--- src/rtl/cpu_pkg.sv ---
// rtl/cpu_pkg.sv - shared opcode constants, field widths and operand-fetch FSM state type
// Purpose: common definitions imported by the operand-fetch stage, its interface and sub-module.
// Ports: none (package).
package cpu_pkg;

    localparam int XLEN   = 32;
    localparam int REG_AW = 5;
    localparam int OPC_W  = 6;
    localparam int FUN_W  = 6;

    localparam logic [OPC_W-1:0] OP_RTYPE = 6'h00;
    localparam logic [OPC_W-1:0] OP_ADDI  = 6'h08;
    localparam logic [OPC_W-1:0] OP_ADDIU = 6'h09;
    localparam logic [OPC_W-1:0] OP_SLTI  = 6'h0A;
    localparam logic [OPC_W-1:0] OP_SLTIU = 6'h0B;
    localparam logic [OPC_W-1:0] OP_ANDI  = 6'h0C;
    localparam logic [OPC_W-1:0] OP_ORI   = 6'h0D;
    localparam logic [OPC_W-1:0] OP_XORI  = 6'h0E;
    localparam logic [OPC_W-1:0] OP_LUI   = 6'h0F;
    localparam logic [OPC_W-1:0] OP_LW    = 6'h23;

    typedef enum logic [0:0] {
        ST_RUN       = 1'b0,
        ST_LU_BUBBLE = 1'b1
    } of_state_e;

endpackage

--- src/rtl/operand_fetch_if.sv ---
// rtl/operand_fetch_if.sv - decode-side, register-bank and EX-side signals of the operand-fetch stage
// Purpose: bundles every non-clock signal of operand_fetch.
// Modports: slave = the operand-fetch block, master = the surrounding pipeline / bench.
interface operand_fetch_if;
    import cpu_pkg::*;

    logic [XLEN-1:0]   in_instr;
    logic              in_valid;
    logic              in_ready;
    logic              flush;
    logic [REG_AW-1:0] ra1;
    logic [REG_AW-1:0] ra2;
    logic [XLEN-1:0]   rd1;
    logic [XLEN-1:0]   rd2;
    logic              wb_rw;
    logic [REG_AW-1:0] wb_wa;
    logic [XLEN-1:0]   wb_wd;
    logic              out_valid;
    logic              ex_ready;
    logic [XLEN-1:0]   op_a;
    logic [XLEN-1:0]   op_b;
    logic [XLEN-1:0]   imm_ext;
    logic [REG_AW-1:0] dst;
    logic              dst_we;
    logic              is_load;
    logic [OPC_W-1:0]  opcode;
    logic [FUN_W-1:0]  funct;

    modport slave (
        input  in_instr, in_valid, flush, rd1, rd2, wb_rw, wb_wa, wb_wd, ex_ready,
        output in_ready, ra1, ra2, out_valid, op_a, op_b, imm_ext, dst, dst_we,
               is_load, opcode, funct
    );

    modport master (
        output in_instr, in_valid, flush, rd1, rd2, wb_rw, wb_wa, wb_wd, ex_ready,
        input  in_ready, ra1, ra2, out_valid, op_a, op_b, imm_ext, dst, dst_we,
               is_load, opcode, funct
    );

endinterface

--- src/rtl/imm_ext_unit.sv ---
// rtl/imm_ext_unit.sv - combinational immediate extension and destination decode
// Purpose: derives imm_ext, dst, dst_we and is_load from a raw instruction word.
// Ports: instr_i (instruction), imm_ext_o, dst_o, dst_we_o, is_load_o.
module imm_ext_unit
    import cpu_pkg::*;
(
    input  logic [XLEN-1:0]   instr_i,
    output logic [XLEN-1:0]   imm_ext_o,
    output logic [REG_AW-1:0] dst_o,
    output logic              dst_we_o,
    output logic              is_load_o
);

    logic [OPC_W-1:0] opc;
    logic [15:0]      imm;
    logic             we_raw;
    logic             unused_shamt_funct;

    assign opc = instr_i[31:26];
    assign imm = instr_i[15:0];

    // shamt/funct are consumed elsewhere; only the fields above matter here
    assign unused_shamt_funct = ^instr_i[10:6];

    always_comb begin
        imm_ext_o = {{16{imm[15]}}, imm};
        case (opc)
            OP_ANDI, OP_ORI, OP_XORI: imm_ext_o = {16'h0, imm};
            OP_LUI:                   imm_ext_o = {imm, 16'h0};
            default:                  imm_ext_o = {{16{imm[15]}}, imm};
        endcase
    end

    assign dst_o = (opc == OP_RTYPE) ? instr_i[15:11] : instr_i[20:16];

    // opcodes 0x08..0x0F share the upper bits 3'b001
    assign we_raw    = (opc == OP_RTYPE) || (opc[5:3] == 3'b001) || (opc == OP_LW);
    assign dst_we_o  = we_raw && (dst_o != '0);
    assign is_load_o = (opc == OP_LW);

endmodule

--- src/rtl/operand_fetch.sv ---
// rtl/operand_fetch.sv - operand-fetch pipeline register with load-use interlock
// Purpose: reads rs/rt from the register bank, decodes immediate/destination and holds
//          one registered payload for EX; inserts one bubble on a load-use hazard.
// Ports: clk, rst_n (async active-low), bus (operand_fetch_if.slave: decode input
//        handshake, register-bank read/snoop ports, EX-side payload handshake).
// Config: OPERAND_FETCH_WB_BYPASS_EN enables write-through bypass from the wb_* snoop.
module operand_fetch
    import cpu_pkg::*;
(
    input  logic           clk,
    input  logic           rst_n,
    operand_fetch_if.slave bus
);

    of_state_e         state_q;
    logic              out_valid_q;
    logic [XLEN-1:0]   op_a_q, op_b_q, imm_ext_q;
    logic [REG_AW-1:0] dst_q;
    logic              dst_we_q, is_load_q;
    logic [OPC_W-1:0]  opcode_q;
    logic [FUN_W-1:0]  funct_q;

    logic [XLEN-1:0]   op_a_d, op_b_d, imm_ext_d;
    logic [REG_AW-1:0] dst_d;
    logic              dst_we_d, is_load_d;

    logic [REG_AW-1:0] rs, rt;
    logic              hazard;
    logic              in_ready;
    logic              capture;

    assign rs      = bus.in_instr[25:21];
    assign rt      = bus.in_instr[20:16];
    assign bus.ra1 = rs;
    assign bus.ra2 = rt;

    imm_ext_unit u_imm_ext (
        .instr_i   (bus.in_instr),
        .imm_ext_o (imm_ext_d),
        .dst_o     (dst_d),
        .dst_we_o  (dst_we_d),
        .is_load_o (is_load_d)
    );

`ifdef OPERAND_FETCH_WB_BYPASS_EN
    // a same-cycle register-bank write wins over the stale read data
    always_comb begin
        op_a_d = bus.rd1;
        op_b_d = bus.rd2;
        if (bus.wb_rw && (bus.wb_wa == rs) && (bus.wb_wa != '0)) op_a_d = bus.wb_wd;
        if (bus.wb_rw && (bus.wb_wa == rt) && (bus.wb_wa != '0)) op_b_d = bus.wb_wd;
        if (rs == '0) op_a_d = '0;
        if (rt == '0) op_b_d = '0;
    end
`else
    logic unused_wb;
    assign unused_wb = ^{bus.wb_rw, bus.wb_wa, bus.wb_wd};

    always_comb begin
        op_a_d = (rs == '0) ? '0 : bus.rd1;
        op_b_d = (rt == '0) ? '0 : bus.rd2;
    end
`endif

    // the held load's result is not available yet for a dependent instruction
    assign hazard = out_valid_q && is_load_q && (dst_q != '0) && bus.in_valid &&
                    ((dst_q == rs) || (dst_q == rt));

    // gated by rst_n so nothing is accepted while reset is asserted
    assign in_ready = rst_n && (!out_valid_q || bus.ex_ready) &&
                      (state_q == ST_RUN) && !hazard;
    assign capture  = bus.in_valid && in_ready;

    always_ff @(posedge clk or negedge rst_n) begin
        if (!rst_n) begin
            state_q     <= ST_RUN;
            out_valid_q <= 1'b0;
            op_a_q      <= '0;
            op_b_q      <= '0;
            imm_ext_q   <= '0;
            dst_q       <= '0;
            dst_we_q    <= 1'b0;
            is_load_q   <= 1'b0;
            opcode_q    <= '0;
            funct_q     <= '0;
        end else if (bus.flush) begin
            state_q     <= ST_RUN;
            out_valid_q <= 1'b0;
        end else begin
            case (state_q)
                ST_RUN: begin
                    if (hazard) begin
                        if (bus.ex_ready) begin
                            out_valid_q <= 1'b0;
                            state_q     <= ST_LU_BUBBLE;
                        end
                    end else if (capture) begin
                        out_valid_q <= 1'b1;
                        op_a_q      <= op_a_d;
                        op_b_q      <= op_b_d;
                        imm_ext_q   <= imm_ext_d;
                        dst_q       <= dst_d;
                        dst_we_q    <= dst_we_d;
                        is_load_q   <= is_load_d;
                        opcode_q    <= bus.in_instr[31:26];
                        funct_q     <= bus.in_instr[5:0];
                    end else if (bus.ex_ready) begin
                        out_valid_q <= 1'b0;
                    end
                end
                ST_LU_BUBBLE: begin
                    out_valid_q <= 1'b0;
                    state_q     <= ST_RUN;
                end
                default: state_q <= ST_RUN;
            endcase
        end
    end

    assign bus.in_ready  = in_ready;
    assign bus.out_valid = out_valid_q;
    assign bus.op_a      = op_a_q;
    assign bus.op_b      = op_b_q;
    assign bus.imm_ext   = imm_ext_q;
    assign bus.dst       = dst_q;
    assign bus.dst_we    = dst_we_q;
    assign bus.is_load   = is_load_q;
    assign bus.opcode    = opcode_q;
    assign bus.funct     = funct_q;

endmodule

--- src/flat_wrapper.sv ---
// flat-port wrapper written by rule: the top's interface ports become plain ports
module operand_fetch_flat import cpu_pkg::*;
  (clk, rst_n, bus_in_instr, bus_in_valid, bus_flush, bus_rd1, bus_rd2, bus_wb_rw, bus_wb_wa, bus_wb_wd, bus_ex_ready, bus_in_ready, bus_ra1, bus_ra2, bus_out_valid, bus_op_a, bus_op_b, bus_imm_ext, bus_dst, bus_dst_we, bus_is_load, bus_opcode, bus_funct);
  operand_fetch_if bus_i ();
  input  logic clk;
  input  logic rst_n;
  input wire logic [$bits(bus_i.in_instr)-1:0] bus_in_instr;
  input wire logic [$bits(bus_i.in_valid)-1:0] bus_in_valid;
  input wire logic [$bits(bus_i.flush)-1:0] bus_flush;
  input wire logic [$bits(bus_i.rd1)-1:0] bus_rd1;
  input wire logic [$bits(bus_i.rd2)-1:0] bus_rd2;
  input wire logic [$bits(bus_i.wb_rw)-1:0] bus_wb_rw;
  input wire logic [$bits(bus_i.wb_wa)-1:0] bus_wb_wa;
  input wire logic [$bits(bus_i.wb_wd)-1:0] bus_wb_wd;
  input wire logic [$bits(bus_i.ex_ready)-1:0] bus_ex_ready;
  output wire logic [$bits(bus_i.in_ready)-1:0] bus_in_ready;
  output wire logic [$bits(bus_i.ra1)-1:0] bus_ra1;
  output wire logic [$bits(bus_i.ra2)-1:0] bus_ra2;
  output wire logic [$bits(bus_i.out_valid)-1:0] bus_out_valid;
  output wire logic [$bits(bus_i.op_a)-1:0] bus_op_a;
  output wire logic [$bits(bus_i.op_b)-1:0] bus_op_b;
  output wire logic [$bits(bus_i.imm_ext)-1:0] bus_imm_ext;
  output wire logic [$bits(bus_i.dst)-1:0] bus_dst;
  output wire logic [$bits(bus_i.dst_we)-1:0] bus_dst_we;
  output wire logic [$bits(bus_i.is_load)-1:0] bus_is_load;
  output wire logic [$bits(bus_i.opcode)-1:0] bus_opcode;
  output wire logic [$bits(bus_i.funct)-1:0] bus_funct;
  assign bus_i.in_instr = bus_in_instr;
  assign bus_i.in_valid = bus_in_valid;
  assign bus_i.flush = bus_flush;
  assign bus_i.rd1 = bus_rd1;
  assign bus_i.rd2 = bus_rd2;
  assign bus_i.wb_rw = bus_wb_rw;
  assign bus_i.wb_wa = bus_wb_wa;
  assign bus_i.wb_wd = bus_wb_wd;
  assign bus_i.ex_ready = bus_ex_ready;
  assign bus_in_ready = bus_i.in_ready;
  assign bus_ra1 = bus_i.ra1;
  assign bus_ra2 = bus_i.ra2;
  assign bus_out_valid = bus_i.out_valid;
  assign bus_op_a = bus_i.op_a;
  assign bus_op_b = bus_i.op_b;
  assign bus_imm_ext = bus_i.imm_ext;
  assign bus_dst = bus_i.dst;
  assign bus_dst_we = bus_i.dst_we;
  assign bus_is_load = bus_i.is_load;
  assign bus_opcode = bus_i.opcode;
  assign bus_funct = bus_i.funct;
  operand_fetch u_core (.clk(clk), .rst_n(rst_n), .bus(bus_i));
endmodule
--- config.mk ---
export PLATFORM = sky130hd
export DESIGN_NAME = operand_fetch_flat
export DESIGN_NICKNAME = d
export VERILOG_FILES = /design/src/rtl/cpu_pkg.sv /design/src/rtl/operand_fetch_if.sv /design/src/rtl/imm_ext_unit.sv /design/src/rtl/operand_fetch.sv /design/src/flat_wrapper.sv
export SDC_FILE = /design/constraint.sdc
export NUM_CORES = 1
export LEC_CHECK = 0
export BUFFER_PORTS_ARGS = -buffer_cell sky130_fd_sc_hd__buf_2
export CAP_MARGIN = 20
export CORE_MARGIN = 5
export CORE_UTILIZATION = 40
export CTS_CLUSTER_SIZE = 12
export DETAILED_ROUTE_END_ITERATION = 10
export GPL_ROUTABILITY_DRIVEN = 0
export PLACE_DENSITY = 0.78
export SYNTH_ARGS = -nofsm -noshare
export SYNTH_HDL_FRONTEND = slang
export SYNTH_SLANG_ARGS = --single-unit
--- constraint.sdc ---
create_clock -name clk -period 4.85 [get_ports clk]
set_input_delay 0.2425 -clock clk [delete_from_list [all_inputs] [get_ports clk]]
set_output_delay 0.2425 -clock clk [all_outputs]
set_load 0.03 [all_outputs]
==> summary.md, run 1 <==
| Metric | Value |
|---|---|
| Die height | `119.6 um` |
| Via count | `3916` |
| Syn avg cell area | `about 14 um2` |
| Fin. Hold Viols | `0` |
| Final setup viols | `0` |
| Rel. slew slack | `0.4954` |
| CTS resizes | `0` |
| Per-cell routed wire length | `18.33 um` |
| Clock skew | `a little under 0.005 ns` |
| IO Pins | `266` |
| Worst reg2reg setup slack | `2.44 ns` |
| Total clock sinks | `around 120` |
| Place WS | `2.023 ns` |
| Setup bufs post-CTS | `0` |
| Mapped Area | `4808 um2` |
| Worst R2R Start | `u_core.bus.dst[4]` |
| Post-route ant nets | `0` |
| CTS tree | `built` |
| Worst path cell trace | `xnor2_1 -> nand3_1 -> o22ai_2 -> nand3_2 -> buf_4 -> and4b_1 -> buf_2` |
| Die ar. | `roughly 14000 um2` |
| CP delay by family, top | `simple AND/OR/NAND/NOR gates` |
| Yosys cell types | `31` |
| Post-route minimum period | `2.558 ns` |
| Setup CP Type | `flop to output port` |
| Total CTS buffers | `17` |
| First-pass GRT wire length | `21.34 mm` |
| Syn_nets | `about 500` |
| Vias per cell | `5.357` |
| Root buffer cell | `clkbuf_16` |
| Max-cap violation count | `0` |
| Fmax | `0.3909 GHz` |
| Setup TNS | `0 ns` |
| Sequential area share after synthesis | `0.6089` |
| Critical path endpoint category | `output port` |
| FF+latch area | `2928 um2` |
| Arr. time, crit path | `~2.3 ns` |
| Max Transition Viols Final | `0` |
| Detailed-placement wirelength estimate | `approximately 9.4 mm` |
| Hold WC Path Type | `primary input to asynchronous set/reset pin` |
| Critical Path Source | `u_core.bus.dst[4]` |
| Initial antenna violation count | `1` |
| Multi-input logic area | `1620 um2` |
| Hold Buf Count CTS | `0` |
| Power consumption | `3.363 mW` |
| Total gr overflow | `0` |
| Vias in the first global route | `4025` |
| Syn Inst Count | `356` |
| Worst-case vdd ir drop | `0.0003135 V` |
| CP max FO | `51` |
| H-tree Lvls | `4` |
| IO buf count | `227` |
| Drt initial violations | `~220` |
| Fillcell total | `1026` |
| CP peak stage delay | `roughly 0.46 ns` |
| Core Region | `~12000 um2` |
| Drt pass-1 iters | `4` |
| Nets | `between 700 and 800` |
| N_diodes | `0` |
| Clock Tree Buf Depth | `2` |
| Count of state elements after synthesis | `117` |
| Die W | `approximately 120 um` |
| All-layer global routing usage | `0.1890` |
| CP required | `4.61 ns` |
| Final WL | `about 13 mm` |
| Synth warn | `0` |
| Crit-path slowest cell | `dfrtp_1` |
| Synthesis-to-layout area growth | `37.34%` |
| Largest net degree at the start of global routing | `86` |
| Final period util | `0.5275` |
| Setup crit start kind | `flop` |
| PwrDens | `509.2 nW/um2` |
| Worst-Margin Slew | `0.7561 ns` |
| Pleak | `between 3 and 4 nW` |
| Status | `completed` |
| Fraction of layout cells with a size suffix above 1 | `0.4983` |
| Initial Util | `0.4037` |
| Row count | `40` |
| Unrepaired setup endpoints after global routing | `false` |
| CP bufs+invs | `2` |
| Worst-path clk slew | `0.05 ns` |
| Drt drc | `0` |
| Clock latency on the worst-skew pair | `roughly 0.4 ns` |
| Worst setup margin | `~2.3 ns` |
-- kinds of logic (layout without fill, tap and decap cells) --
| logic type | after synthesis | in the layout | synth area share |
|---|---|---|---|
| multiplexers | 39 | 39 | 0.08743 |
| AND/OR/NAND/NOR | 34 | 34 | 0.03643 |
| buffers and inverters | 53 | 281 | 0.05985 |
| flip-flops | 117 | 117 | 0.6089 |
| XOR/XNOR | 10 | 10 | 0.01821 |
| AO/OA/AOI/OAI | 103 | 103 | 0.1892 |
-- power by group --
| part | switching (mW) | internal, mW | leakage, nW |
|---|---|---|---|
| clock | 0.395 | 0.802 | 0.280 |
| sequential | 0.104 | 1.15 | 1.44 |
| combinational | 0.596 | 0.310 | 1.69 |
-- cells in the final DEF, fill, tap and decap left out, types with 2 or more instances in the layout --
cell         n
dfrtp_1    117
nand3_1      3
and3_1       3
nor2_2       2
xnor2_1     10
buf_2      226
or4_1        3
nor3_1       2
nand2b_1     2
clkinv_2     2
mux2_2      24
mux2i_1     15
clkbuf_16   17
buf_4        7
nand2_1      5
a22o_1      33
clkbuf_1     5
clkbuf_8     4
nand4_1      2
a21oi_1     15
nor2_1       9
bufinv_16    2
a32o_1      48
inv_1       15
-- metal layers --
metal	vias to the layer above	share of wire	GRT usage
met4	2	0.018	0.07731
met2	194	0.49	0.3033
met3	22	0.093	0.07446
met5	-	0.00097	0
li1	1779	-	-
met1	1919	0.40	0.2279
-- worst paths after layout --
| path | end | cells past startpoint |
|---|---|---|
| worst max-delay path | bus_in_ready | 7 |
| worst min-delay path | u_core.bus.opcode[0] | 2 |
| worst max register to register | u_core.bus.dst[4] | 6 |
| worst min register to register | u_core.bus.imm_ext[3] | 1 |
| max in group asynchronous | u_core.bus.op_a[15] | 3 |
| min in group clk | u_core.bus.out_valid | 2 |
-- synthesized netlist by cell type (all sizes together) --
| cell type | count | area (um2) |
|---|---|---|
| dfrtp | 117 | 2928 |
| a32o | 48 | 480.5 |
| a22o | 33 | 289.0 |
| buf | 27 | 188.9 |
| mux2 | 24 | 270.3 |
| a21oi | 15 | 75.07 |
| inv | 15 | 56.30 |
| mux2i | 15 | 150.1 |
| clkbuf | 11 | 42.54 |
| nor2 | 11 | 43.80 |
| xnor2 | 10 | 87.58 |
| nand2 | 5 | 18.77 |
| nand3 | 4 | 20.02 |
| and3 | 3 | 18.77 |
| or4 | 3 | 22.52 |
| nand2b | 2 | 12.51 |
| nand4 | 2 | 12.51 |
| nor3 | 2 | 10.01 |
| a211o | 1 | 8.760 |
| a21boi | 1 | 7.510 |
| a311oi | 1 | 15.01 |
| a31o | 1 | 8.760 |
| and4b | 1 | 10.01 |
| nor2b | 1 | 6.260 |
| o21ai | 1 | 5.000 |
| o22ai | 1 | 12.51 |
| o31ai | 1 | 7.510 |
-- sequential cells by signal (all words and copies together) (netlist names) --
name,cells
u_core.bus.op_b,32
u_core.bus.dst_we,1
u_core.bus.opcode,6
u_core.bus.dst,5
u_core.bus.funct,6
u_core.bus.is_load,1
u_core.state_q,1
u_core.bus.out_valid,1
u_core.bus.op_a,32
u_core.bus.imm_ext,32
-- worst register-to-register path, delay by kind of cell, from the launching register on --
family                    cells  cell delay (ns)
AOI/OAI and AO/OA             2             0.81
xor gates and xnor gates      1             0.17
buffers and inverters         1             0.32
DFF                           1             0.46
muxes                         1             0.41
and+or+nand+nor               1             0.13
-- cell type report --
cell class | count | area share
clock buffer | 26 | 0.07560
clock inverter | 4 | 0.01061
inverter | 15 | 0.008526
multi-input combinational | 186 | 0.2454
sequential | 117 | 0.4434
tap | 147 | 0.02785
timing repair buffer | 236 | 0.1887
-- stage by stage --
stage | hold WS, ns | util | cell area, um2 | cells
2_1_floorplan | -0.05309 | - | 4808 | 356
3_3_place_gp | 0.4467 | 0.5014 | 5972 | 698
3_5_place_dp | 0.4531 | 0.5037 | 6000 | 699
4_1_cts | 0.01703 | 0.5515 | 6569 | 729
5_1_grt | 0.03501 | 0.5544 | 6604 | 731
6_report | 0.02758 | 0.5544 | 6604 | 731
Note: power is estimated with default switching activity, not from simulation.
==> inputs of run 2 (changes only) <==
--- a/config.mk
+++ b/config.mk
@@ -5,6 +5,7 @@
 export SDC_FILE = /design/constraint.sdc
 export NUM_CORES = 1
 export LEC_CHECK = 0
+export ABC_AREA = 1
 export BUFFER_PORTS_ARGS = -buffer_cell sky130_fd_sc_hd__buf_2
 export CAP_MARGIN = 20
 export CORE_MARGIN = 5
==> constraint.sdc (replaced) <==
create_clock -name clk -period 2.25 [get_ports clk]
set_input_delay 0.1125 -clock clk [delete_from_list [all_inputs] [get_ports clk]]
set_output_delay 0.1125 -clock clk [all_outputs]
set_load 0.03 [all_outputs]
==> run 2 against run 1 <==
Sequential power up 110%. Highest routed layer is now met4. Worst hold slack improved by 0.0066 ns. Synthesized cell count up 76%. Non-clock buffer count is 93 higher. Wire length rose by 25%.
==> summary.md, run 2 <==
| Metric | Value |
|---|---|
| Worst R2R Start | `u_core.bus.dst[0]` |
| PwrDens | `931.4 nW/um2 (+83%)` |
| Synthesis-to-layout area growth | `47.48%` |
| Post-synthesis compound-gate area fraction | `0.1557 (-0.03351)` |
| Fin Hold WS | `0.03418 ns (+0.006605 ns)` |
| GRT met1 Usage | `0.2543 (+0.02638)` |
| Max Transition Viols Final | `0 (unchanged)` |
| Clock latency on the worst-skew pair | `0.40 ns (about the same)` |
| Fraction of layout cells with a size suffix above 1 | `0.3901 (-0.1082)` |
| Mapped Area | `5610 um2 (+17%)` |
| Post-synth top area cell | `dfrtp_1` |
| Die height | `128.4 um (+7.3%)` |
| Total clock sinks | `117 (unchanged)` |
| Asr flop ratio synth | `1.000 (unchanged)` |
| Simple-gate area share of the yosys netlist | `0.2270 (+0.1906)` |
| Adder-cell share of the synthesized area | `0 (unchanged)` |
| Syn_nets | `767 (+55%)` |
| Worst reg2reg setup slack | `0.48 ns (-1.96 ns)` |
| Clock skew | `0.008304 ns (+0.003471 ns)` |
| Most used cell, CP | `nand2_1` |
| Commonest non-fill, non-tap cell in the layout | `nand2_1` |
| Drt initial violations | `238 (+7.2%)` |
| Finished Layout Cells | `1127 (+54%)` |
| Worst setup margin | `0.4656 ns (-1.826 ns)` |
| Status | `completed` |
| Root buffer cell | `clkbuf_16` |
| Drt drc | `0 (unchanged)` |
| Worst hold start | `bus_in_instr[28]` |
| Synth top area share | `0.5219 (-0.08704)` |
| Detailed-placement wirelength estimate | `11.04 mm (+17%)` |
| Post-Route Utilization | `0.5984 (+0.04400)` |
| CP max FO | `7 (-86%)` |
| Post-Synth XOR/XNOR Area | `0.003122 (-0.01509)` |
| Critical Path Source | `u_core.bus.dst[0]` |
| R2R depth | `12 (+6)` |
| Final period util | `0.7931` |
| CTS tree | `built` |
| Die ar. | `16490 um2 (+15%)` |
| Max-cap violation count | `0 (unchanged)` |
| Initial Util | `0.4058 (+0.002079)` |
| Vias in the first global route | `5178 (+29%)` |
| Yosys cell types | `25 (-19%)` |
| Clock Tree Buf Depth | `2 (unchanged)` |
| Nets | `1072 (+51%)` |
| All-layer global routing usage | `0.2048 (+0.01583)` |
| Multiplexer share of the synthesized area | `0 (-0.08743)` |
| Post-route ant nets | `0 (unchanged)` |
| Setup TNS | `0 ns (unchanged)` |
| Largest net degree at the start of global routing | `118 (+37%)` |
| Die W | `128.4 um (+7.3%)` |
| Via count | `5211 (+33%)` |
| Placed cell count | `1005 (+44%)` |
| Worst-path clk slew | `0.06 ns (about the same)` |
| Place WS | `0.4759 ns (-1.547 ns)` |
| Final WL | `16.74 mm (+25%)` |
| Drt pass-1 iters | `4 (unchanged)` |
| Final instance area | `8274 um2 (+25%)` |
| Unrepaired setup endpoints after global routing | `false` |
| Reg2reg end | `u_core.bus.op_a[26]` |
| Hold path depth | `3` |
| Sequential area share after synthesis | `0.5219 (-0.08704)` |
| Fin. Hold Viols | `0 (unchanged)` |
| Met3 usage | `0.05812 (-0.01634)` |
| Hold WC Path Type | `primary input to flop` |
| Dpl cell area | `6740 um2 (+12%)` |
| Final setup viols | `0 (unchanged)` |
| Crit-path slowest cell | `dfrtp_1` |
| Syn Inst Count | `628 (+76%)` |
| Min-Delay Endpoint | `u_core.bus.opcode[2]` |
| CTS resizes | `0 (unchanged)` |
| Largest family of logic cells by synthesized area | `simple AND/OR/NAND/NOR gates` |
| Post-synth EDFFs | `0 (unchanged)` |
| H-tree Lvls | `4 (unchanged)` |
| Pleak | `4.567 nW (+34%)` |
| Most frequent cells in the layout | `279 x nand2_1, 226 x buf_2, 117 x dfrtp_1, 89 x dlygate4sd3_1, 80 x o21ai_2` |
| Worst-Margin Slew | `0.6236 ns (-0.1325 ns)` |
| Worst-case vdd ir drop | `0.0004286 V (+37%)` |
| Per-cell routed wire length | `14.85 um (-19%)` |
| Total gr overflow | `0 (unchanged)` |
| CP peak stage delay | `0.46 ns (about the same)` |
| Met2 Use GR | `0.3365 (+0.03318)` |
| Total CTS buffers | `17 (unchanged)` |
| IO Pins | `266 (unchanged)` |
| Setup CP Type | `flop to output port` |
| Arr. time, crit path | `1.67 ns (-0.65 ns)` |
| Top cells by count, synth | `279 x nand2_1, 117 x dfrtp_1, 80 x o21ai_2` |
| Rel. slew slack | `0.5843 (+0.08888)` |
| Worst path cell trace | `nand2_1 -> inv_1 -> nor2_1 -> nor2_1 -> nand3_1 -> nand2_1 -> nand2_2 -> nand2_1 -> inv_1 -> buf_2` |
| CP required | `2.14 ns (-2.47 ns)` |
| Vias per cell | `4.624 (-14%)` |
| Syn avg cell area | `8.934 um2 (-34%)` |
| GR peak layer | `met2` |
| IO buf count | `227 (unchanged)` |
| Initial antenna violation count | `1 (unchanged)` |
| Critical path endpoint category | `output port` |
| Count leader, synth | `nand2_1` |
| Post-route minimum period | `around 1.8 ns` |
| Power consumption | `7.707 mW (+130%)` |
| Synth top area cells | `dfrtp_1 52%, nand2_1 19%, o21ai_2 12%, buf_6 3.2%, o21ai_0 2.0%` |
| First-pass GRT wire length | `26.65 mm (+25%)` |
| Core Region | `13830 um2 (+16%)` |
| Fmax | `0.5604 GHz` |
| Synth warn | `0 (unchanged)` |
| Row count | `43 (+7.5%)` |
| Setup crit start kind | `flop` |
| Synth Flop Type | `dfrtp_1` |
| Count of state elements after synthesis | `117 (unchanged)` |
run 2: worst max-delay path by stage:
stage                               end  slack, ns  depth (start not counted)
finish                     bus_in_ready       0.47                         10
detailed placement  u_core.bus.op_a[26]       0.48                         12
global route        u_core.bus.funct[4]       0.24                         11
CTS                        bus_in_ready       0.41                         10
floorplan             u_core.bus.dst[1]       0.64                         12
global placement    u_core.bus.op_a[26]       0.51                         12
run 2: per-layer routing:
metal | vias to the layer above | part of all wire | wire length, um
li1 | 2586 | - | -
met1 | 2393 | 0.42 | 7000
met2 | 196 | 0.48 | 8036
met3 | 36 | 0.075 | 1255
met4 | 0 | 0.026 | 443
met5 | - | 0 | 0
run 2: kinds of logic after synthesis:
| group | count (synthesis) |
|---|---|
| compound gates | 114 |
| xor+xnor | 2 |
| buf+inv | 76 |
| flops | 117 |
| simple gates | 319 |
run 2: area by class of cell:
cell class              instances  area, um2
flip-flops and latches        117       2928
fillers                      1146       5553
diodes                          1      2.502
repair buffers                329       2190
well taps                     180      225.2
multi-input cells             435       2165
inverters                      33      123.9
clock inverters                 7      115.1
clock buffers                  25      525.5
run 2: worst max-delay path: cells and delay by family, from the launching register on:
| family | cells | cell delay, ns |
|---|---|---|
| buffers and inverters | 3 | 0.28 |
| and+or+nand+nor | 7 | 0.53 |
| DFF | 1 | 0.46 |
run 2: repair_timing:
action                    CTS  global route
buffers inserted            0             0
hold buffers               89             0
hold endpoints to repair  205             0
run 2: report_power, final:
group          total (mW)  leakage [nW]  switching [mW]  internal (mW)
registers            2.68          1.47           0.212           2.47
clock network        2.88         0.312           0.933           1.95
logic                2.15          2.79            1.44          0.709
total                7.71          4.57            2.59           5.12
